$ cat src/rtl/led_scan_pkg.sv
// Shared types and constants for the LED scanner demo.
// Latency: n/a (declarations only).
// Backpressure: n/a.
package led_scan_pkg;

    typedef enum logic [2:0] {
        IDLE     = 3'd0,
        SCAN_UP  = 3'd1,
        PAUSE_HI = 3'd2,
        SCAN_DN  = 3'd3,
        PAUSE_LO = 3'd4
    } state_t;

    localparam int LED_COUNT = 8;
    localparam int POS_W     = 3;

    // Full-brightness level for a given PWM resolution.
    function automatic int pwm_max(input int bits);
        return (1 << bits) - 1;
    endfunction

endpackage

$ cat src/rtl/led_step_prescaler.sv
// Step-tick prescaler: counts 0..STEP_DIV-1 while EN, tick on the wrap cycle.
// Latency: tick is combinational from the counter state (same cycle as the wrap).
// Backpressure: EN=0 freezes the count and suppresses the tick.
module led_step_prescaler #(
    parameter int STEP_DIV = 1500000
) (
    input  logic CLK,
    input  logic RST,
    input  logic EN,
    output logic tick
);

    localparam int CNT_W = (STEP_DIV > 2) ? $clog2(STEP_DIV) : 1;

    logic [CNT_W-1:0] r_cnt;
    logic             w_wrap;

    assign w_wrap = (r_cnt == CNT_W'(STEP_DIV - 1));
    assign tick   = w_wrap && EN;

    // Free-running divider; holds its value whenever EN is low.
    always_ff @(posedge CLK) begin
        if (RST) begin
            r_cnt <= '0;
        end else if (EN) begin
            r_cnt <= w_wrap ? '0 : r_cnt + 1'b1;
        end
    end

endmodule

$ cat src/rtl/led_scan_sequencer.sv
// Back-and-forth LED scanner with end dwell; optional fading trail (LED_SCAN_FADE_EN).
// Latency: STEP one CLK after the prescaler tick; LEDs one CLK after pos/levels update.
// Backpressure: EN=0 freezes prescaler, FSM and fade levels; PWM counter keeps running.
module led_scan_sequencer
    import led_scan_pkg::*;
#(
    parameter int STEP_DIV    = 1500000,
    parameter int PAUSE_STEPS = 2,
    parameter int PWM_BITS    = 4
) (
    input  logic CLK,
    input  logic RST,
    input  logic EN,
    output logic LED1,
    output logic LED2,
    output logic LED3,
    output logic LED4,
    output logic LED5,
    output logic LED6,
    output logic LED7,
    output logic LED8,
    output logic STEP
);

    localparam int PC_W = (PAUSE_STEPS > 2) ? $clog2(PAUSE_STEPS) : 1;

    logic                 w_tick;
    state_t               r_state, w_state_nxt;
    logic [POS_W-1:0]     r_pos, w_pos_nxt;
    logic [PC_W-1:0]      r_pause_cnt, w_pause_nxt;
    logic                 r_step;
    logic [LED_COUNT-1:0] r_led, w_led_nxt;

    led_step_prescaler #(.STEP_DIV(STEP_DIV)) u_prescaler (
        .CLK  (CLK),
        .RST  (RST),
        .EN   (EN),
        .tick (w_tick)
    );

    // Next-state logic: the FSM only moves on an accepted tick.
    always_comb begin
        w_state_nxt = r_state;
        w_pos_nxt   = r_pos;
        w_pause_nxt = r_pause_cnt;
        if (w_tick) begin
            case (r_state)
                IDLE: begin
                    w_state_nxt = SCAN_UP;
                end
                SCAN_UP: begin
                    w_pos_nxt = r_pos + 1'b1;
                    if (r_pos == POS_W'(LED_COUNT - 2)) begin
                        w_state_nxt = (PAUSE_STEPS == 0) ? SCAN_DN : PAUSE_HI;
                    end
                end
                PAUSE_HI: begin
                    if (r_pause_cnt == PC_W'(PAUSE_STEPS - 1)) begin
                        w_pause_nxt = '0;
                        w_state_nxt = SCAN_DN;
                    end else begin
                        w_pause_nxt = r_pause_cnt + 1'b1;
                    end
                end
                SCAN_DN: begin
                    w_pos_nxt = r_pos - 1'b1;
                    if (r_pos == POS_W'(1)) begin
                        w_state_nxt = (PAUSE_STEPS == 0) ? SCAN_UP : PAUSE_LO;
                    end
                end
                PAUSE_LO: begin
                    if (r_pause_cnt == PC_W'(PAUSE_STEPS - 1)) begin
                        w_pause_nxt = '0;
                        w_state_nxt = SCAN_UP;
                    end else begin
                        w_pause_nxt = r_pause_cnt + 1'b1;
                    end
                end
                default: begin
                    w_state_nxt = IDLE;
                    w_pos_nxt   = '0;
                    w_pause_nxt = '0;
                end
            endcase
        end
    end

    // FSM state, position, dwell counter and the registered step pulse.
    always_ff @(posedge CLK) begin
        if (RST) begin
            r_state     <= IDLE;
            r_pos       <= '0;
            r_pause_cnt <= '0;
            r_step      <= 1'b0;
        end else begin
            r_state     <= w_state_nxt;
            r_pos       <= w_pos_nxt;
            r_pause_cnt <= w_pause_nxt;
            r_step      <= w_tick;
        end
    end

`ifdef LED_SCAN_FADE_EN
    localparam logic [PWM_BITS-1:0] LVL_MAX = PWM_BITS'(pwm_max(PWM_BITS));

    logic [PWM_BITS-1:0] r_level [LED_COUNT];
    logic [PWM_BITS-1:0] r_pwm_cnt;

    // PWM reference ramp; keeps running while frozen so the trail stays visible.
    always_ff @(posedge CLK) begin
        if (RST) begin
            r_pwm_cnt <= '0;
        end else begin
            r_pwm_cnt <= r_pwm_cnt + 1'b1;
        end
    end

    // On each step the new lit LED goes to full and every other LED halves.
    always_ff @(posedge CLK) begin
        if (RST) begin
            for (int i = 0; i < LED_COUNT; i++) begin
                r_level[i] <= '0;
            end
        end else if (w_tick && (w_state_nxt != IDLE)) begin
            for (int i = 0; i < LED_COUNT; i++) begin
                r_level[i] <= (w_pos_nxt == POS_W'(i)) ? LVL_MAX : (r_level[i] >> 1);
            end
        end
    end

    // Full level is solid on; otherwise the level sets the PWM duty.
    always_comb begin
        w_led_nxt = '0;
        for (int i = 0; i < LED_COUNT; i++) begin
            w_led_nxt[i] = (r_level[i] == LVL_MAX) || (r_level[i] > r_pwm_cnt);
        end
    end
`else
    // Exactly one LED at the current position, none while idle.
    always_comb begin
        w_led_nxt = '0;
        for (int i = 0; i < LED_COUNT; i++) begin
            w_led_nxt[i] = (r_state != IDLE) && (r_pos == POS_W'(i));
        end
    end
`endif

    // Registered LED drive.
    always_ff @(posedge CLK) begin
        if (RST) begin
            r_led <= '0;
        end else begin
            r_led <= w_led_nxt;
        end
    end

    assign LED1 = r_led[0];
    assign LED2 = r_led[1];
    assign LED3 = r_led[2];
    assign LED4 = r_led[3];
    assign LED5 = r_led[4];
    assign LED6 = r_led[5];
    assign LED7 = r_led[6];
    assign LED8 = r_led[7];
    assign STEP = r_step;

endmodule

$ cat config.mk
export PLATFORM = sky130hd
export DESIGN_NAME = led_scan_sequencer
export DESIGN_NICKNAME = d
export VERILOG_FILES = /design/src/rtl/led_scan_pkg.sv /design/src/rtl/led_step_prescaler.sv /design/src/rtl/led_scan_sequencer.sv
export SDC_FILE = /design/constraint.sdc
export NUM_CORES = 1
export LEC_CHECK = 0
export ABC_AREA = 1
export BUFFER_PORTS_ARGS = -buffer_cell sky130_fd_sc_hd__buf_2
export CORE_MARGIN = 3
export CORE_UTILIZATION = 30
export DETAILED_ROUTE_END_ITERATION = 8
export SLEW_MARGIN = 30
export SYNTH_ARGS = -nofsm -noshare
export SYNTH_HDL_FRONTEND = slang
export SYNTH_HIERARCHICAL = 1
export SYNTH_SLANG_ARGS = --single-unit
$ cat constraint.sdc
create_clock -name CLK -period 1.82 [get_ports CLK]
set_clock_uncertainty 0.05 [all_clocks]
set_input_delay 0.364 -clock CLK [delete_from_list [all_inputs] [get_ports CLK]]
set_output_delay 0.364 -clock CLK [all_outputs]
set_load 0.02 [all_outputs]
; ---- Word-level counts from Yosys, hierarchy flattened
; Cells that the tools add are included.
[classes]
add_sub_neg = 4
eq_ne = 16
mux = 9
bitwise_logic = 2
reduce_logical = 18
[op_table]
columns = operator, count
row1 = adder 21 x 1 -> 21 bit (second input constant), 1
row2 = equality test 21 bit (second input constant), 1
row3 = two-way mux 21 bit, 1
row4 = equality test 3 bit (second input constant), 5
row5 = one-hot mux 3 bit (5 select lines), 1
row6 = equality test 3 x 2 -> 1 bit (second input constant), 4
row7 = two-way mux 3 bit, 4
row8 = logical AND 1 bit, 9
row9 = one-hot mux 3 bit (3 select lines), 1
row10 = inequality test 2 bit (second input constant), 4
row11 = equality test 3 x 1 -> 1 bit (second input constant), 2
row12 = zero test 3 bit, 2
row13 = OR reduction 3 bit, 2
row14 = AND reduction 5 bit, 1
row15 = AND reduction 2 bit, 2
row16 = adder 3 x 1 -> 3 bit (second input constant), 1
row17 = nonzero test 3 bit, 1
row18 = subtractor 3 x 1 -> 3 bit (second input constant), 1
row19 = inverter 1 bit, 2
row20 = one-hot mux 1 bit (2 select lines), 1
row21 = OR reduction 2 bit, 1
row22 = adder 1 bit (second input constant), 1
row23 = two-way mux 1 bit, 1
[word_totals]
ff_bits = 37
in_bits = 3

; ---- Longest topological paths before layout
; Gate-level depths: netlist of run 1.
[logic_depth]
word_depth = 4
depth_mapped = 12

; ---- Cells and area by module
; Netlist of run 1, hierarchy kept.
[modules_own_cells]
columns = mod, instances, cells_each, area_per_inst_um2, seq_area_each_um2
row1 = led_step_prescaler, 1, 188, 1223.7, 420.4
row2 = led_scan_sequencer, 1, 102, 797.0, 320.3

; ---- Worst setup path before layout of run 1
; OpenSTA, ideal clock, no wires.
[synth_path]
kind = reg-to-reg
startpoint = register u_prescaler.r_cnt[0]
endpoint = register r_state[0]
t_arrival_ps = 1428
slack_ps = 229
path_stages_with_launch = 13
path_buffers = 0
synth_period_minus_slack_ps = 1591
cell_sequence = dfxtp_1 -> ha_1 -> nand2_1 -> nor2_4 -> inv_2 -> nor2_1 -> nand3_1 -> inv_1 -> nand2_1 -> nor2_1 -> nand3_1 -> nand2_1 -> nor2_1
[synth_between]
elab_chain_cells = 3
[synth_lines]
columns = element, line
row1 = "start, declared", led_step_prescaler.sv:15  ; logic [CNT_W-1:0] r_cnt;
row2 = "start signal, assigned", led_step_prescaler.sv:26  ; r_cnt <= w_wrap ? '0 : r_cnt + 1'b1;
row3 = equality test 21 bit, led_step_prescaler.sv:18  ; assign w_wrap = (r_cnt == CNT_W'(STEP_DIV - 1));
row4 = logical AND 1 bit, led_step_prescaler.sv:19  ; assign tick = w_wrap && EN;
row5 = net w_tick, led_scan_sequencer.sv:27  ; logic w_tick;
row6 = AND reduction 5 bit (no line), -
row7 = "end signal, assigned", led_scan_sequencer.sv:96  ; r_state <= w_state_nxt;
row8 = "end, declared", led_scan_sequencer.sv:28  ; state_t r_state, w_state_nxt;
; The timed path passes the listed nets, and every way through them passes these cells.
; A chain may end at the register's enable or synchronous reset.

; ---- Worst setup path after layout of run 1
[layout_path]
startpoint = register u_prescaler.r_cnt[1]
endpoint = register r_pos[2]
[layout_between]
elab_chain_cells = 3
[layout_lines]
columns = element, line
row1 = equality test 21 bit, led_step_prescaler.sv:18
row2 = logical AND 1 bit, led_step_prescaler.sv:19
row3 = net w_tick, led_scan_sequencer.sv:27
row4 = AND reduction 2 bit (no line), -
row5 = "end signal, assigned", led_scan_sequencer.sv:97  ; r_pos <= w_pos_nxt;
row6 = "end, declared", led_scan_sequencer.sv:29  ; logic [POS_W-1:0] r_pos, w_pos_nxt;
; The timed path passes the listed nets, and every way through them passes these cells.

==> results of run 1 <==
-- cell usage in the layout (no fill, tap or decap), types with 2 or more instances in the layout --
cell,synthesis,final
nand2_1,66,66
nor2_1,49,48
dfxtp_1,37,36
inv_1,35,34
nand3_1,27,26
buf_2,0,11
nand2_2,8,8
nor2_4,8,8
ha_1,8,7
inv_2,5,6
nand4_1,6,6
a21oi_1,6,6
nor3_1,6,6
clkbuf_8,0,6
buf_4,1,5
xor2_1,5,5
nor2_2,3,4
o21ai_0,4,4
nor3b_1,2,2
xnor2_1,2,2
-- through the flow --
stage          setup TNS, ps  power, mW  instances  hold WS, ps
3_5_place_dp               0     0.8832        379        415.9
5_1_grt               -66.72      1.507        387        410.8
2_1_floorplan              0     0.8666        290        397.3
6_report                   0      1.447        387        395.8
4_1_cts                    0      1.467        386        396.6
3_3_place_gp               0     0.8830        379        410.4
-- logic make-up (layout without fill, tap and decap cells) --
logic type	after synthesis	in the layout
mux	2	2
xor+xnor	7	7
fa+ha+maj	8	8
flops	37	37
compound gates	13	13
simple gates	178	178
buf+inv	45	65
-- worst max-delay path by stage --
stage,startpoint,end,slack [ps],depth (start not counted)
finish,u_prescaler/r_cnt[1],r_pos[2],170,11
detailed placement,u_prescaler/r_cnt[1],r_pos[1],80,11
floorplan,u_prescaler/r_cnt[0],r_state[0],230,12
global placement,u_prescaler/r_cnt[1],r_state[1],140,12
global route,u_prescaler/r_cnt[1],r_pos[2],-50,11
CTS,u_prescaler/r_cnt[1],r_pos[1],50,11
-- metal layers --
layer  vias up  routed length [µm]  GRT usage (%)
met3         5                 112          3.387
met1       785                2043          14.49
met4         0                  42          3.434
li1        939                   -              -
met2        21                1836          18.49
met5         -                   0              0
-- worst max-delay path, stage by stage (launching register included) --
cell and delay (ps):
dfxtp_2 350, ha_2 190, nand2_1 90, nor2_4 120, inv_2 30, nor2_1 120, nand3_2 110, inv_2 90
inv_1 70, nor2_4 120, buf_4 130, a21oi_1 60
-- power by group through the flow --
stage | clock, mW | combinational, mW | sequential, mW
after detailed placement | 0 | 0.0472 | 0.836
after global routing | 0.635 | 0.0540 | 0.819
after CTS | 0.602 | 0.0473 | 0.817
after global placement | 0 | 0.0470 | 0.836
final | 0.581 | 0.0471 | 0.818
after floorplan | 0 | 0.0298 | 0.837
-- what timing repair did --
| action | 4_1_cts | 5_1_grt |
|---|---|---|
| resized for setup | 0 | 5 |
| hold buffers | 0 | 0 |
| setup buffers | 0 | 1 |
| setup endpoints to repair | 0 | 7 |
-- synth_stat cells, types with 6 or more instances --
| cell type | n |
|---|---|
| nor2_1 | 49 |
| nand2_1 | 66 |
| nor3_1 | 6 |
| nand2_2 | 8 |
| a21oi_1 | 6 |
| nand3_1 | 27 |
| nand4_1 | 6 |
| ha_1 | 8 |
| inv_1 | 35 |
| dfxtp_1 | 37 |
| nor2_4 | 8 |
-- flip-flops by register name, summed over array words and instances (netlist names) --
signal             flops
r_pause_cnt            1
r_state                3
u_prescaler/r_cnt     21
r_led                  8
r_pos                  3
STEP                   1
-- final cells by class --
cell class / instances / area share, %
clock buffers: 7 / 3.779
flip-flops and latches: 37 / 32.48
multi-input cells: 208 / 48.47
inverters: 42 / 7.010
well taps: 77 / 4.217
repair buffers: 16 / 4.053
==> flow_summary_export.csv, run 1 <==
group,metric,value,unit
status,status,"finished clean",
timing,finalCriticalPeriod,1646,ps
logic_synthesis,yosysTopAreaCell,"dfxtp_1",
timing,fin_ws,174.1,ps
routing,firstDrtPassIters,4,
logic_synthesis,synthMuxAreaShare,1.053,%
die,core,6422,µm²
flow_run,drv_cap,0,
clock_network,clk_pin_slew,80,ps
power_and_ir_drop,p_switching,0.3134,mW
timing,fmax,0.6076,GHz
clock_network,clockBufferDepth,2,
logic_synthesis,ys_seq_area_share,36.66,%
hold_path,min-delay-start,"RST",
logic_synthesis,synthesis.area,2021,µm²
finish,synthToLayoutAreaGrowth,13.06,%
finish,post-route-util,35.57,%
routing,vias,1750,
worst_setup_path,ff2ff_path_depth,11,
routing,wl,4036,µm
clock_network,worstSkewPairLatency,290,ps
timing,final.period_utilization,90.43,%
worst_setup_path,worstPathArrival,1770,ps
routing,drt-vias-per-instance,4.522,
die,io_pins,12,
logic_synthesis,synth_top_family_by_area,"simple AND/OR/NAND/NOR gates",
routing,drt_iter0_drc,60,
grt,grt_antenna_before_repair,0,
hold_path,hold_path.class,"in -> reg",
die,die_area,7756,µm²
finish,diodes,0,
timing,worst_slew_pin_slew,343.6,ps
placed_design,io_buffers,11,
routing,drt_drc_violations_left,0,
grt,grt_first_pass_wirelength,7044,µm
logic_synthesis,syn_inst,290,
grt,grt_pass1_vias,1628,
logic_synthesis,synthesis.nets,301,
worst_setup_path,criticalPathCategory,"reg -> reg",
finish,multi_input_area,1107,µm²
finish,stdcell_area,2285,µm²
logic_synthesis,synth_ff_type,"dfxtp_1",
worst_setup_path,critPathMaxFanout,5,
logic_synthesis,async_flop_share,0,%
logic_synthesis,synth_area_leaders,"dfxtp_1 (37%), nand2_1 (12%), nor2_1 (9.1%)",
power_and_ir_drop,peakVddDrop,0.4950,mV
logic_synthesis,synth.top_cell.area_share,36.66,%
power_and_ir_drop,p_int,1.133,mW
worst_setup_path,critPathLaunchType,"flop",
logic_synthesis,synth_cell_types,30,
timing,slew_violations,0,
logic_synthesis,yosys.area_share.simple,41.86,%
die,initial_core_util,31.46,%
finish,fin_nets,321,
clock_network,cts_tree,"done",
die,die_h,88.07,µm
worst_setup_path,crit_path_end_kind,"flop",
finish,drive_gt1_share,18.06,%
logic_synthesis,synth-edff-count,0,
power_and_ir_drop,pwr_density_cell,633.2,nW/µm²
placed_design,dpl.hpwl,3130,µm
finish,seq_area,742.0,µm²
logic_synthesis,syn_area_per_cell,6.968,µm²
die,fp-row-count,29,
logic_synthesis,synth_compound_area_share,3.406,%
placed_design,gp_congestion,0.7538,
worst_setup_path,required,1940,ps
clock_network,cts_buffers,5,
clock_network,cts_root_buffer,"clkbuf_8",
routing,drtAntennaViolNets,0,
placed_design,place_ws,76.35,ps
logic_synthesis,synth-xor-area-share,3.034,%
routing,drt-wirelength-per-cell,10.43,µm
power_and_ir_drop,seqPwrFrac,56.6,%
grt,grt_overflow,0,
hold_path,holdPathEnd,"u_prescaler/r_cnt[11]",
timing,rsz0062_at_grt,"yes",
worst_setup_path,worstReg2RegEnd,"r_pos[2]",
power_and_ir_drop,p_clk_share,40.2,%
finish,fillers,694,
power_and_ir_drop,combPwrFrac,3.3,%
power_and_ir_drop,p_leak,0.8724,nW
worst_setup_path,r2r_start,"u_prescaler/r_cnt[1]",
worst_setup_path,reg2reg_slack,170,ps
logic_synthesis,synthAdderAreaFrac,4.954,%
timing,max_slew_margin,76.85,%
placed_design,place_area,2180,µm²
power_and_ir_drop,p_sw_share,21.66,%
die,die_width,88.07,µm
timing,hold_viol_final,0,
logic_synthesis,ys_warn_count,6,
grt,grt_max_degree,14,
grt,grt_use_total,11.35,%
hold_path,holdPathStages,3,
timing,setup_viol,0,
clock_network,clock_sinks,37,
logic_synthesis,ys_seq_elements,37,
clock_network,cts_max_level,2,
Power figures use the tool's default switching activity.
==> inputs of run 2 (changes only) <==
Settings changed: CORE_UTILIZATION 30 to 57, PLACE_DENSITY set to 0.75.
==> flow_summary_export.csv, run 2 (same netlist as run 1, synthesis figures left out) <==
group,metric,value,unit
worst_setup_path,critPathLaunchType,"flop",
die,die_width,65.54,µm
timing,fin_ws,110.2,ps
routing,drt-wirelength-per-cell,10.72,µm
status,status,"finished clean",
finish,post-route-util,70.94,%
worst_setup_path,required,2030,ps
worst_setup_path,critical_path.cell_chain,"ha_2 -> nand2_1 -> nor2_4 -> inv_2 -> nor2_2 -> nand3_2 -> inv_2 -> nand2_1 -> nor2_1 -> nand3_1 -> nand2_1 -> nor2_1",
worst_setup_path,cp_top_family,"simple AND/OR/NAND/NOR gates",
die,io_pins,12,
grt,grt_pass1_vias,1570,
worst_setup_path,crit_cells,12,
finish,diodes,0,
worst_setup_path,slowest_stage,"dfxtp_2",
worst_setup_path,worstReg2RegEnd,"r_state[1]",
finish,fin_nets,322,
clock_network,hold_buffers,0,
worst_setup_path,crit_path_end_kind,"flop",
clock_network,clockBufferDepth,2,
hold_path,holdPathStages,2,
clock_network,cts_max_level,2,
clock_network,cts_root_buffer,"clkbuf_4",
routing,drt_drc_violations_left,0,
flow_run,drv_cap,0,
timing,hold_viol_final,0,
worst_setup_path,cp-endpoint,"r_state[1]",
timing,fmax,0.5849,GHz
finish,drive_gt1_share,19.23,%
finish,final_cell_mix,"nand2_1 (66), nor2_1 (48), dfxtp_1 (35)",
worst_setup_path,worstPathArrival,1920,ps
timing,slew_violations,0,
finish,largest_register_ffs,21,
worst_setup_path,ff2ff_path_depth,12,
power_and_ir_drop,p_switching,0.3309,mW
worst_setup_path,criticalPathCategory,"reg -> reg",
timing,setup_viol,0,
power_and_ir_drop,seqPwrFrac,51.3,%
power_and_ir_drop,p_sw_share,20.73,%
die,fp-row-count,20,
die,die_h,65.54,µm
power_and_ir_drop,p_clk_share,45.8,%
clock_network,cts_buffers,5,
die,core,3203,µm²
placed_design,dpl.hpwl,2806,µm
routing,vias,1755,
power_and_ir_drop,p_leak,0.8913,nW
finish,synthToLayoutAreaGrowth,12.45,%
worst_setup_path,cp-startpoint,"u_prescaler/r_cnt[1]",
placed_design,gp_congestion,0.8295,
power_and_ir_drop,combPwrFrac,3.0,%
grt,grt_overflow,0,
timing,fin_hold_ws,278.2,ps
timing,final.period_utilization,93.94,%
worst_setup_path,critPathMaxStageDelay,360,ps
clock_network,cts_tree,"done",
grt,grt_antenna_before_repair,0,
worst_setup_path,reg2reg_slack,110,ps
worst_setup_path,critPathMaxFanout,4,
power_and_ir_drop,pwr_density_cell,702.5,nW/µm²
placed_design,io_buffers,11,
clock_network,clock_sinks,37,
finish,regMostFlops,"u_prescaler/r_cnt",
routing,drt-vias-per-instance,4.930,
timing,max_slew_margin,78.90,%
routing,wl,3817,µm
grt,grt_first_pass_wirelength,6762,µm
clock_network,worstSkewPairLatency,360,ps
placed_design,place_inst,345,
die,die_area,4295,µm²
finish,largestRegisters,"u_prescaler/r_cnt x21, r_led x8",
grt,grt_use_total,20.44,%
power_and_ir_drop,peakVddDrop,0.4860,mV
die,initial_core_util,63.09,%
finish,final_cells,356,
hold_path,hold_path.class,"in -> reg",
timing,finalCriticalPeriod,1710,ps
worst_setup_path,r2r_start,"u_prescaler/r_cnt[1]",
routing,firstDrtPassIters,4,
clock_network,clk_pin_slew,130,ps
grt,grt_max_degree,14,
worst_setup_path,cp_num_buf_inv,2,
placed_design,place_ws,62.11,ps
power_and_ir_drop,p_int,1.265,mW
routing,drtAntennaViolNets,0,
routing,drt_iter0_drc,104,
worst_setup_path,cp_common_cell,"nand2_1",
finish,final_common_cell,"nand2_1",
timing,worst_slew_pin_slew,313.2,ps
power_and_ir_drop,fin_total_pwr,1.596,mW
[run 2: repair_timing]
action / in CTS / in global routing
setup buffers: 0 / 3
endpoints found under the setup margin: 0 / 7
resized for setup: 0 / 7
[run 2: routing by layer]
| metal | part of all wire (%) | global-route usage [%] | wire, µm |
|---|---|---|---|
| met4 | 1.8 | 8.031 | 70 |
| met2 | 42 | 32.49 | 1614 |
| met3 | 5.0 | 5.812 | 192 |
| met1 | 51 | 26.00 | 1939 |
| met5 | 0 | 0 | 0 |
[run 2: worst min-delay path by stage]
stage	from	endpoint	slack (ps)
5_1_grt	RST	u_prescaler/r_cnt[10]	290
2_1_floorplan	r_pause_cnt	r_pause_cnt	400
3_5_place_dp	r_pause_cnt	r_pause_cnt	450
4_1_cts	RST	u_prescaler/r_cnt[7]	280
3_3_place_gp	r_pause_cnt	r_pause_cnt	410
6_report	RST	u_prescaler/r_cnt[7]	280
[run 2: cell type report]
| class | instances | area (µm²) |
|---|---|---|
| Multi-Input combinational cell | 208 | 1107 |
| Fill cell | 286 | 930.9 |
| Sequential cell | 37 | 743.2 |
| Inverter | 42 | 160.2 |
| Timing Repair Buffer | 17 | 100.1 |
| Clock inverter | 3 | 68.82 |
| Tap cell | 44 | 55.05 |
| Clock buffer | 5 | 37.54 |
[run 2: power by group through the flow]
| stage | Combinational, mW | Clock (mW) | Sequential, mW |
|---|---|---|---|
| 2_1_floorplan | 0.0298 | 0 | 0.837 |
| 3_3_place_gp | 0.0423 | 0 | 0.836 |
| 3_5_place_dp | 0.0423 | 0 | 0.836 |
| 4_1_cts | 0.0427 | 0.741 | 0.818 |
| 5_1_grt | 0.0530 | 0.781 | 0.820 |
| 6_report | 0.0473 | 0.730 | 0.819 |
[run 2: metrics by stage]
stage               TNS [ps]  instance area, µm²
floorplan                  0                2021
global placement           0                2131
detailed placement         0                2131
CTS                        0                2237
global route          -107.4                2272
finish                     0                2272
[run 2: worst register-to-register path, stage by stage (launching register included)]
cell	delay, ps
dfxtp_2	360
ha_2	190
nand2_1	90
nor2_4	150
inv_2	40
nor2_2	110
nand3_2	110
inv_2	90
nand2_1	50
nor2_1	150
nand3_1	100
nand2_1	70
nor2_1	50
==> inputs of run 3 (changes only) <==
Settings changed: CORE_ASPECT_RATIO set to 1.1.
==> flow_summary_export.csv, run 3 (same netlist as run 1, synthesis figures left out) <==
group,metric,value,unit
finish,fin_nets,321,
finish,drive_gt1_share,18.97,%
power_and_ir_drop,p_switching,0.3303,mW
grt,grt_overflow,0,
finish,final_cell_mix,"nand2_1 (66), nor2_1 (48), dfxtp_1 (35)",
finish,largest_register_ffs,21,
worst_setup_path,critical_path.cell_chain,"ha_4 -> nand2_1 -> nor2_4 -> inv_2 -> nor2_1 -> nand3_2 -> inv_2 -> nand2_1 -> nor2_2 -> nand3_1 -> nand2_1 -> nor2_1",
routing,firstDrtPassIters,4,
die,fp-row-count,22,
timing,fmax,0.5916,GHz
power_and_ir_drop,p_leak,0.8712,nW
die,io_pins,12,
grt,grt_pass1_vias,1735,
clock_network,clockBufferDepth,2,
worst_setup_path,critPathMaxFanout,4,
status,status,"finished clean",
grt,grt_max_degree,14,
worst_setup_path,critPathMaxStageDelay,390,ps
finish,regMostFlops,"u_prescaler/r_cnt",
clock_network,hold_buffers,0,
clock_network,cts_buffers,5,
power_and_ir_drop,p_sw_share,22.74,%
finish,diodes,0,
finish,stdcell_area,2262,µm²
routing,drt_drc_violations_left,0,
worst_setup_path,criticalPathCategory,"reg -> reg",
clock_network,cts_max_level,2,
finish,final_common_cell,"nand2_1",
routing,drtAntennaViolNets,0,
power_and_ir_drop,combPwrFrac,3.0,%
worst_setup_path,cp_common_cell,"nand2_1",
grt,grt_first_pass_wirelength,7079,µm
clock_network,cts_tree,"done",
worst_setup_path,cp_num_buf_inv,2,
worst_setup_path,required,2030,ps
worst_setup_path,crit_path_end_kind,"flop",
worst_setup_path,critPathLaunchType,"flop",
die,initial_core_util,60.17,%
routing,vias,1780,
clock_network,cts_root_buffer,"clkbuf_4",
grt,grt_antenna_before_repair,0,
hold_path,holdPathStages,2,
power_and_ir_drop,p_int,1.122,mW
die,die_width,62.77,µm
placed_design,place_area,2128,µm²
routing,drt_iter0_drc,70,
placed_design,dpl.hpwl,2930,µm
routing,drt-vias-per-instance,4.958,
timing,hold_viol_final,0,
routing,wl,3877,µm
timing,setup_viol,0,
timing,worst_slew_pin_slew,308.7,ps
die,die_h,68.45,µm
clock_network,worstSkewPairLatency,350,ps
hold_path,hold_path.class,"in -> reg",
worst_setup_path,worstPathArrival,1900,ps
finish,final_cells,359,
power_and_ir_drop,p_clk_share,40.5,%
flow_run,drv_cap,0,
die,core,3358,µm²
power_and_ir_drop,peakVddDrop,0.4193,mV
timing,finalCriticalPeriod,1690,ps
die,die_area,4296,µm²
power_and_ir_drop,pwr_density_cell,642.0,nW/µm²
power_and_ir_drop,fin_total_pwr,1.452,mW
clock_network,clk_pin_slew,120,ps
worst_setup_path,ff2ff_path_depth,12,
grt,grt_use_total,21.01,%
worst_setup_path,cp_top_family,"simple AND/OR/NAND/NOR gates",
placed_design,gp_congestion,0.8449,
finish,largestRegisters,"u_prescaler/r_cnt x21, r_led x8",
finish,synthToLayoutAreaGrowth,11.95,%
placed_design,place_inst,348,
power_and_ir_drop,seqPwrFrac,56.6,%
worst_setup_path,slowest_stage,"dfxtp_4",
clock_network,clock_sinks,37,
placed_design,io_buffers,11,
timing,max_slew_margin,79.34,%
worst_setup_path,crit_cells,12,
timing,slew_violations,0,
routing,drt-wirelength-per-cell,10.80,µm
timing,final.period_utilization,92.88,%
-- run 3: cell count changes in the layout (fill, tap and decap cells not counted), sizes merged --
cell,change
inv,-1
buf,-1
clkinvlp,+1
clkinv,+1
bufinv,-1
-- run 3: worst paths after layout --
kind                                         endpoint  slack, ps                 start
worst max-delay path                       r_state[1]        130  u_prescaler/r_cnt[0]
worst min-delay path            u_prescaler/r_cnt[16]        290                   RST
worst max register to register             r_state[1]        130  u_prescaler/r_cnt[0]
worst min register to register            r_pause_cnt        440           r_pause_cnt
-- run 3: area by class of cell --
| type | instances | area [µm²] |
|---|---|---|
| clock buffers | 5 | 37.54 |
| clock inverters | 3 | 46.29 |
| fillers | 333 | 1096 |
| inverters | 42 | 160.2 |
| multi-input cells | 208 | 1117 |
| flip-flops and latches | 37 | 748.2 |
| well taps | 48 | 60.06 |
| repair buffers | 16 | 92.59 |
-- run 3: through the flow --
stage | setup slack, ps | setup TNS (ps) | hold WS [ps] | utilization (%)
floorplan | 229.1 | 0 | 397.3 | -
global placement | 94.24 | 0 | 416.2 | 63.38
detailed placement | 39.94 | 0 | 429.1 | 63.38
CTS | 27.75 | 0 | 279.3 | 65.87
global route | -11.74 | -17.63 | 289.2 | 67.36
finish | 129.5 | 0 | 292.8 | 67.36
-- run 3: routing by layer --
layer	track usage [%]	wire length, µm	vias to the layer above
met5	0	0	-
met4	11.29	92	0
met3	5.583	95	9
met2	38.88	1946	22
met1	22.18	1743	801
li1	-	-	948
-- run 3: timing repair --
item	in CTS	in global routing
endpoints found under the setup margin	0	7
setup buffers	0	3
resized for setup	0	9
-- run 3: power by group through the flow --
stage          sequential (mW)  combinational [mW]  clock (mW)
2_1_floorplan            0.837              0.0298           0
3_3_place_gp             0.837              0.0383           0
3_5_place_dp             0.838              0.0386           0
4_1_cts                  0.820              0.0388       0.606
5_1_grt                  0.823              0.0489       0.642
6_report                 0.822              0.0432       0.587
